File: src/rtl/mealy_share_arb_pkg.sv
// Shared constants and types for the two-source Mealy detector sharing arbiter.
package mealy_share_arb_pkg;

    localparam int SYM_W = 2;
    localparam logic [SYM_W-1:0] SYM_IDLE = 2'b00;

    typedef enum logic [1:0] {
        ST_IDLE  = 2'b00,
        ST_BURST = 2'b01,
        ST_DRAIN = 2'b10
    } state_e;

endpackage

File: src/rtl/mealy_share_arb_sat_counter.sv
// Saturating up-counter with synchronous clear; holds at all-ones instead of wrapping.
module sat_counter #(
    parameter int CNT_W = 8
) (
    input  logic             clk,
    input  logic             clear,
    input  logic             inc,
    output logic [CNT_W-1:0] cnt
);

    localparam logic [CNT_W-1:0] CNT_MAX = {CNT_W{1'b1}};
    localparam logic [CNT_W-1:0] CNT_ONE = CNT_W'(1);

    logic [CNT_W-1:0] cnt_q;
    logic [CNT_W-1:0] cnt_d;

    // Next count: step only while below the saturation value.
    always_comb begin
        cnt_d = cnt_q;
        if (inc && (cnt_q != CNT_MAX)) begin
            cnt_d = cnt_q + CNT_ONE;
        end else begin
            cnt_d = cnt_q;
        end
    end

    // Count register; clear has priority so an increment in the clear cycle is dropped.
    always_ff @(posedge clk) begin
        if (clear) begin
            cnt_q <= '0;
        end else begin
            cnt_q <= cnt_d;
        end
    end

    assign cnt = cnt_q;

endmodule

File: src/rtl/mealy_share_arb.sv
// Round-robin arbiter that time-shares one Mealy sequence detector between two
// symbol sources, holding the detector in reset between bursts and crediting
// each detection to the source whose symbol produced it.
module mealy_share_arb
    import mealy_share_arb_pkg::*;
#(
    parameter int BURST_LEN = 8,
    parameter int CNT_W     = 8
) (
    input  logic             clk,
    input  logic             reset,
    input  logic             req0_valid,
    input  logic [1:0]       req0_sym,
    output logic             req0_ready,
    input  logic             req1_valid,
    input  logic [1:0]       req1_sym,
    output logic             req1_ready,
    output logic [1:0]       det_a,
    output logic             det_reset,
    input  logic             det_out,
    output logic [1:0]       grant,
    output logic             busy,
    output logic [CNT_W-1:0] hit0_cnt,
    output logic [CNT_W-1:0] hit1_cnt
);

    localparam int BEAT_W = $clog2(BURST_LEN + 1);
    localparam logic [BEAT_W-1:0] BEAT_MAX = BEAT_W'(BURST_LEN);
    localparam logic [BEAT_W-1:0] BEAT_ONE = BEAT_W'(1);

    state_e             state_q,     state_d;
    logic [1:0]         grant_q,     grant_d;
    logic [BEAT_W-1:0]  beats_q,     beats_d;
    logic               sym_live_q,  sym_live_d;
    logic               last_q,      last_d;      // 1: source 1 owned the previous burst
    logic [SYM_W-1:0]   det_a_q,     det_a_d;
    logic               det_reset_q, det_reset_d;
    logic               busy_q,      busy_d;

    logic               in_burst;
    logic               beat_room;
    logic               accept;
    logic [SYM_W-1:0]   owner_sym;
    logic [BEAT_W-1:0]  beats_inc;
    logic               hit0_inc;
    logic               hit1_inc;

    // Ready is decoded purely from registers so it never depends on valid.
    assign in_burst   = (state_q == ST_BURST);
    assign beat_room  = (beats_q < BEAT_MAX);
    assign req0_ready = in_burst & grant_q[0] & beat_room;
    assign req1_ready = in_burst & grant_q[1] & beat_room;
    assign accept     = (req0_valid & req0_ready) | (req1_valid & req1_ready);
    assign owner_sym  = grant_q[1] ? req1_sym : req0_sym;
    assign beats_inc  = beats_q + BEAT_ONE;

    // Next-state logic for the arbiter FSM, beat counter and detector drive.
    always_comb begin
        state_d     = state_q;
        grant_d     = grant_q;
        beats_d     = beats_q;
        last_d      = last_q;
        sym_live_d  = 1'b0;
        det_a_d     = SYM_IDLE;
        det_reset_d = 1'b1;
        case (state_q)
            ST_IDLE: begin
                if (req0_valid || req1_valid) begin
                    if (req0_valid && req1_valid) begin
                        grant_d = last_q ? 2'b01 : 2'b10;
                    end else if (req1_valid) begin
                        grant_d = 2'b10;
                    end else begin
                        grant_d = 2'b01;
                    end
                    beats_d = '0;
                    state_d = ST_BURST;
                end else begin
                    state_d = ST_IDLE;
                end
            end
            ST_BURST: begin
                det_reset_d = 1'b0;
                if (accept) begin
                    det_a_d    = owner_sym;
                    sym_live_d = 1'b1;
                    beats_d    = beats_inc;
                    if (beats_inc == BEAT_MAX) begin
                        state_d = ST_DRAIN;
                    end else begin
                        state_d = ST_BURST;
                    end
                end else begin
                    // A gap ends the burst: bursts never contain idle beats.
                    state_d = ST_DRAIN;
                end
            end
            ST_DRAIN: begin
                // Owner stays visible through DRAIN so the last symbol is credited.
                last_d  = grant_q[1];
                grant_d = 2'b00;
                state_d = ST_IDLE;
            end
            default: begin
                grant_d = 2'b00;
                state_d = ST_IDLE;
            end
        endcase
        busy_d = (state_d != ST_IDLE);
    end

    // State and output registers with synchronous reset.
    always_ff @(posedge clk) begin
        if (reset) begin
            state_q     <= ST_IDLE;
            grant_q     <= 2'b00;
            beats_q     <= '0;
            sym_live_q  <= 1'b0;
            last_q      <= 1'b1;
            det_a_q     <= SYM_IDLE;
            det_reset_q <= 1'b1;
            busy_q      <= 1'b0;
        end else begin
            state_q     <= state_d;
            grant_q     <= grant_d;
            beats_q     <= beats_d;
            sym_live_q  <= sym_live_d;
            last_q      <= last_d;
            det_a_q     <= det_a_d;
            det_reset_q <= det_reset_d;
            busy_q      <= busy_d;
        end
    end

    assign det_a     = det_a_q;
    assign det_reset = det_reset_q;
    assign grant     = grant_q;
    assign busy      = busy_q;

    // A detection counts only while a real symbol sits on det_a.
    assign hit0_inc = sym_live_q & det_out & grant_q[0];
    assign hit1_inc = sym_live_q & det_out & grant_q[1];

    sat_counter #(.CNT_W(CNT_W)) u_hit0 (
        .clk   (clk),
        .clear (reset),
        .inc   (hit0_inc),
        .cnt   (hit0_cnt)
    );

    sat_counter #(.CNT_W(CNT_W)) u_hit1 (
        .clk   (clk),
        .clear (reset),
        .inc   (hit1_inc),
        .cnt   (hit1_cnt)
    );

endmodule

File: config.mk
export PLATFORM = sky130hd
export DESIGN_NAME = mealy_share_arb
export DESIGN_NICKNAME = d
export VERILOG_FILES = /design/src/rtl/mealy_share_arb_pkg.sv /design/src/rtl/mealy_share_arb_sat_counter.sv /design/src/rtl/mealy_share_arb.sv
export SDC_FILE = /design/constraint.sdc
export NUM_CORES = 1
export LEC_CHECK = 0
export ABC_AREA = 1
export CORE_ASPECT_RATIO = 1.2
export CORE_UTILIZATION = 50
export CTS_CLUSTER_SIZE = 12
export DETAILED_ROUTE_END_ITERATION = 10
export PLACE_DENSITY = 0.76
export SYNTH_ARGS = -nofsm -noshare
export SYNTH_HDL_FRONTEND = slang
export SYNTH_SLANG_ARGS = --single-unit
File: constraint.sdc
create_clock -name clk -period 1.95 [get_ports clk]
set_clock_uncertainty 0.2 [all_clocks]
set_input_delay 0.39 -clock clk [delete_from_list [all_inputs] [get_ports clk]]
set_output_delay 0.39 -clock clk [all_outputs]
set_load 0.05 [all_outputs]
==> metrics <==
first-pass GRT wire length 5630 µm; GP Congestion 0.899; area delta synth->final 28.9%; Async S/R FF share, synth 0%; CTS buffer count 5; Slew Viols, Final 0; antenna diode count 0; Max VDD drop 0.458 mV; Fin Hold WS 0.283 ns; Synth Flop Type dfxtp_1; PD cells 598 nW/µm²; Core Area 2860 µm²; layout cells sized above 1 22.3%; commonest non-fill, non-tap cell in the layout nand2_1; Startpoint Class flip-flop; max-cap violations 0; Distinct cells, synth 29; IO Port Bufs 32; status completed; std cell rows 21; Seq/Total Area, Yosys 38.5%; Worst EP arrival around 1.3 ns; via count 1462; crit path cell chain inv_2 -> nor2_4 -> inv_4 -> nor3_4 -> buf_12; Routed WL 3250 µm; total clock sinks 30; dpl hpwl 2470 µm; Synth warnings 0; Core Util, Final between 70% and 80%; syn avg cell area just under 7 µm²; P_leak 0.955 nW; Final ANT Viol Nets 0; slowest cell on the critical path dfxtp_2; vias in the first global route roughly 1400; Fmax about 540 MHz; flops & latches, synth 30; grt ovf 0; Crit. End Element output pin; initial antenna violation count 0; Tot GR Track Use 22.9%; Final Hold Viols 0; Hold WC Path Type flip-flop to flip-flop; Final setup viols 0; H-tree depth 2; Layout Nets 281; Crit Path Class flip-flop to output pin; Iter 0 DRT Violations 36; EDFF count, synth 0; Residual DRC 0; largest fanout on the critical path 4; largest net degree at the start of global routing 15; area of the multi-input gates 825 µm²; I/O pin cnt 33; cell count after synthesis 226; slowest stage delay, CP 0.34 ns; Tcrit/Tclk final 95.3%; Req. time, crit path 1.36 ns; Fillers around 260; RSZ-0062 raised after global routing false; total power between 1 and 1.5 mW; area of the mapped netlist 1560 µm²; commonest non-fill, non-tap cells in the layout nand2_1, inv_1, dfxtp_1; routed len/inst 10.7 µm; # hold bufs at CTS 0; Worst Tran Pin Value between 0.4 and 0.5 ns; Reg area 603 µm²; Slew HR 68.2%; Clock Tree Buf Depth 2; CTS Root Cell clkbuf_4; Net Count, Synth around 240; drt first pass iters 5; chip height around 63 µm; CTS tree done; area of the die 3350 µm²; chip width 53.0 µm; fin crit period about 1.9 ns; clk slew on worst S/H paths 0.09 ns; Skew-Pair Late Insertion Delay 0.32 ns; Vias/cell 4.83; starting density of the core 54.4%
## repair_timing
action,in CTS,in global routing
gates resized for setup,1,4
pin swaps,1,2
endpoints found under the setup margin,2,1
setup buffers,1,0
## flip-flops by register name, indices dropped and copies added, names as in the netlist
| signal | flops |
|---|---|
| sym_live_q | 1 |
| u_hit1.cnt | 8 |
| grant | 2 |
| beats_q | 4 |
| u_hit0.cnt | 8 |
| det_reset | 1 |
| busy | 1 |
| last_q | 1 |
| det_a | 2 |
| state_q | 2 |
## area by class of cell
class | count | area share [%]
multi-input combinational | 155 | 41.0
timing repair buffer | 38 | 17.1
clock buffer | 7 | 2.24
sequential | 30 | 30.0
inverter | 39 | 7.53
tap | 34 | 2.12
## metal layers
metal / vias to the layer above / part of all wire (%) / track usage (%)
met5: - / 0 / 0
met4: 0 / 1.3 / 11.8
met1: 637 / 46 / 25.8
li1: 791 / - / -
met2: 29 / 50 / 39.4
met3: 5 / 2.8 / 4.35
## cell families after synthesis
logic type      share of synthesized area [%]
xor+xnor                                 3.93
flops                                    38.5
buf+inv                                  10.0
compound gates                           9.07
simple gates                             36.0
fa+ha+maj                                2.41
## synthesized netlist by cell type, types with 2 or more instances
cell type	count	area, µm²
o21ai_0	4	20.0
a21oi_2	2	17.5
nand2_1	66	248
dfxtp_1	30	601
or2_2	2	12.5
inv_2	3	11.3
ha_1	3	37.5
nand4_2	2	25.0
nand4_1	8	50.1
nand3_1	9	45.0
a21oi_1	14	70.1
nor2_1	22	82.6
nor3_4	2	32.5
nor3_1	3	15.0
o21ai_1	2	10.0
xor2_1	6	52.6
inv_1	35	131
nand2_2	2	12.5
## where the power goes
group / switching [mW] / internal (mW)
clock network: 0.195 / 0.136
logic: 0.132 / 0.0820
registers: 0.0201 / 0.637
total: 0.347 / 0.854
## worst max-delay path, delay by kind of cell (launching register included)
kind,cells,cell delay [ns]
buffers and inverters,3,0.28
flip-flops,1,0.34
AND/OR/NAND/NOR,2,0.32
## worst paths after layout
path                                              endpoint  depth (start not counted)                        from  slack, ns
worst min register to register         last_q$_SDFFE_PP1N_                          2         last_q$_SDFFE_PP1N_       0.28
worst max register to register  u_hit1.cnt[5]$_SDFFE_PP0P_                          9  u_hit1.cnt[1]$_SDFFE_PP0P_       0.34
worst max-delay path                            req0_ready                          5       state_q[0]$_SDFF_PP0_       0.09
worst min-delay path                   last_q$_SDFFE_PP1N_                          2         last_q$_SDFFE_PP1N_       0.28
## metrics by stage
stage / cell area [µm²] / setup WS, ns / instances / setup TNS [ns]
finish: 2010 / 0.0923 / 303 / 0
global route: 2010 / 0.0136 / 303 / 0
CTS: 2000 / 0.0435 / 303 / 0
detailed placement: 1950 / 0.0251 / 295 / 0
global placement: 1950 / 0.0547 / 295 / 0
floorplan: 1580 / -0.0125 / 226 / -0.0125
No activity file was read; power rests on OpenSTA's default activity.
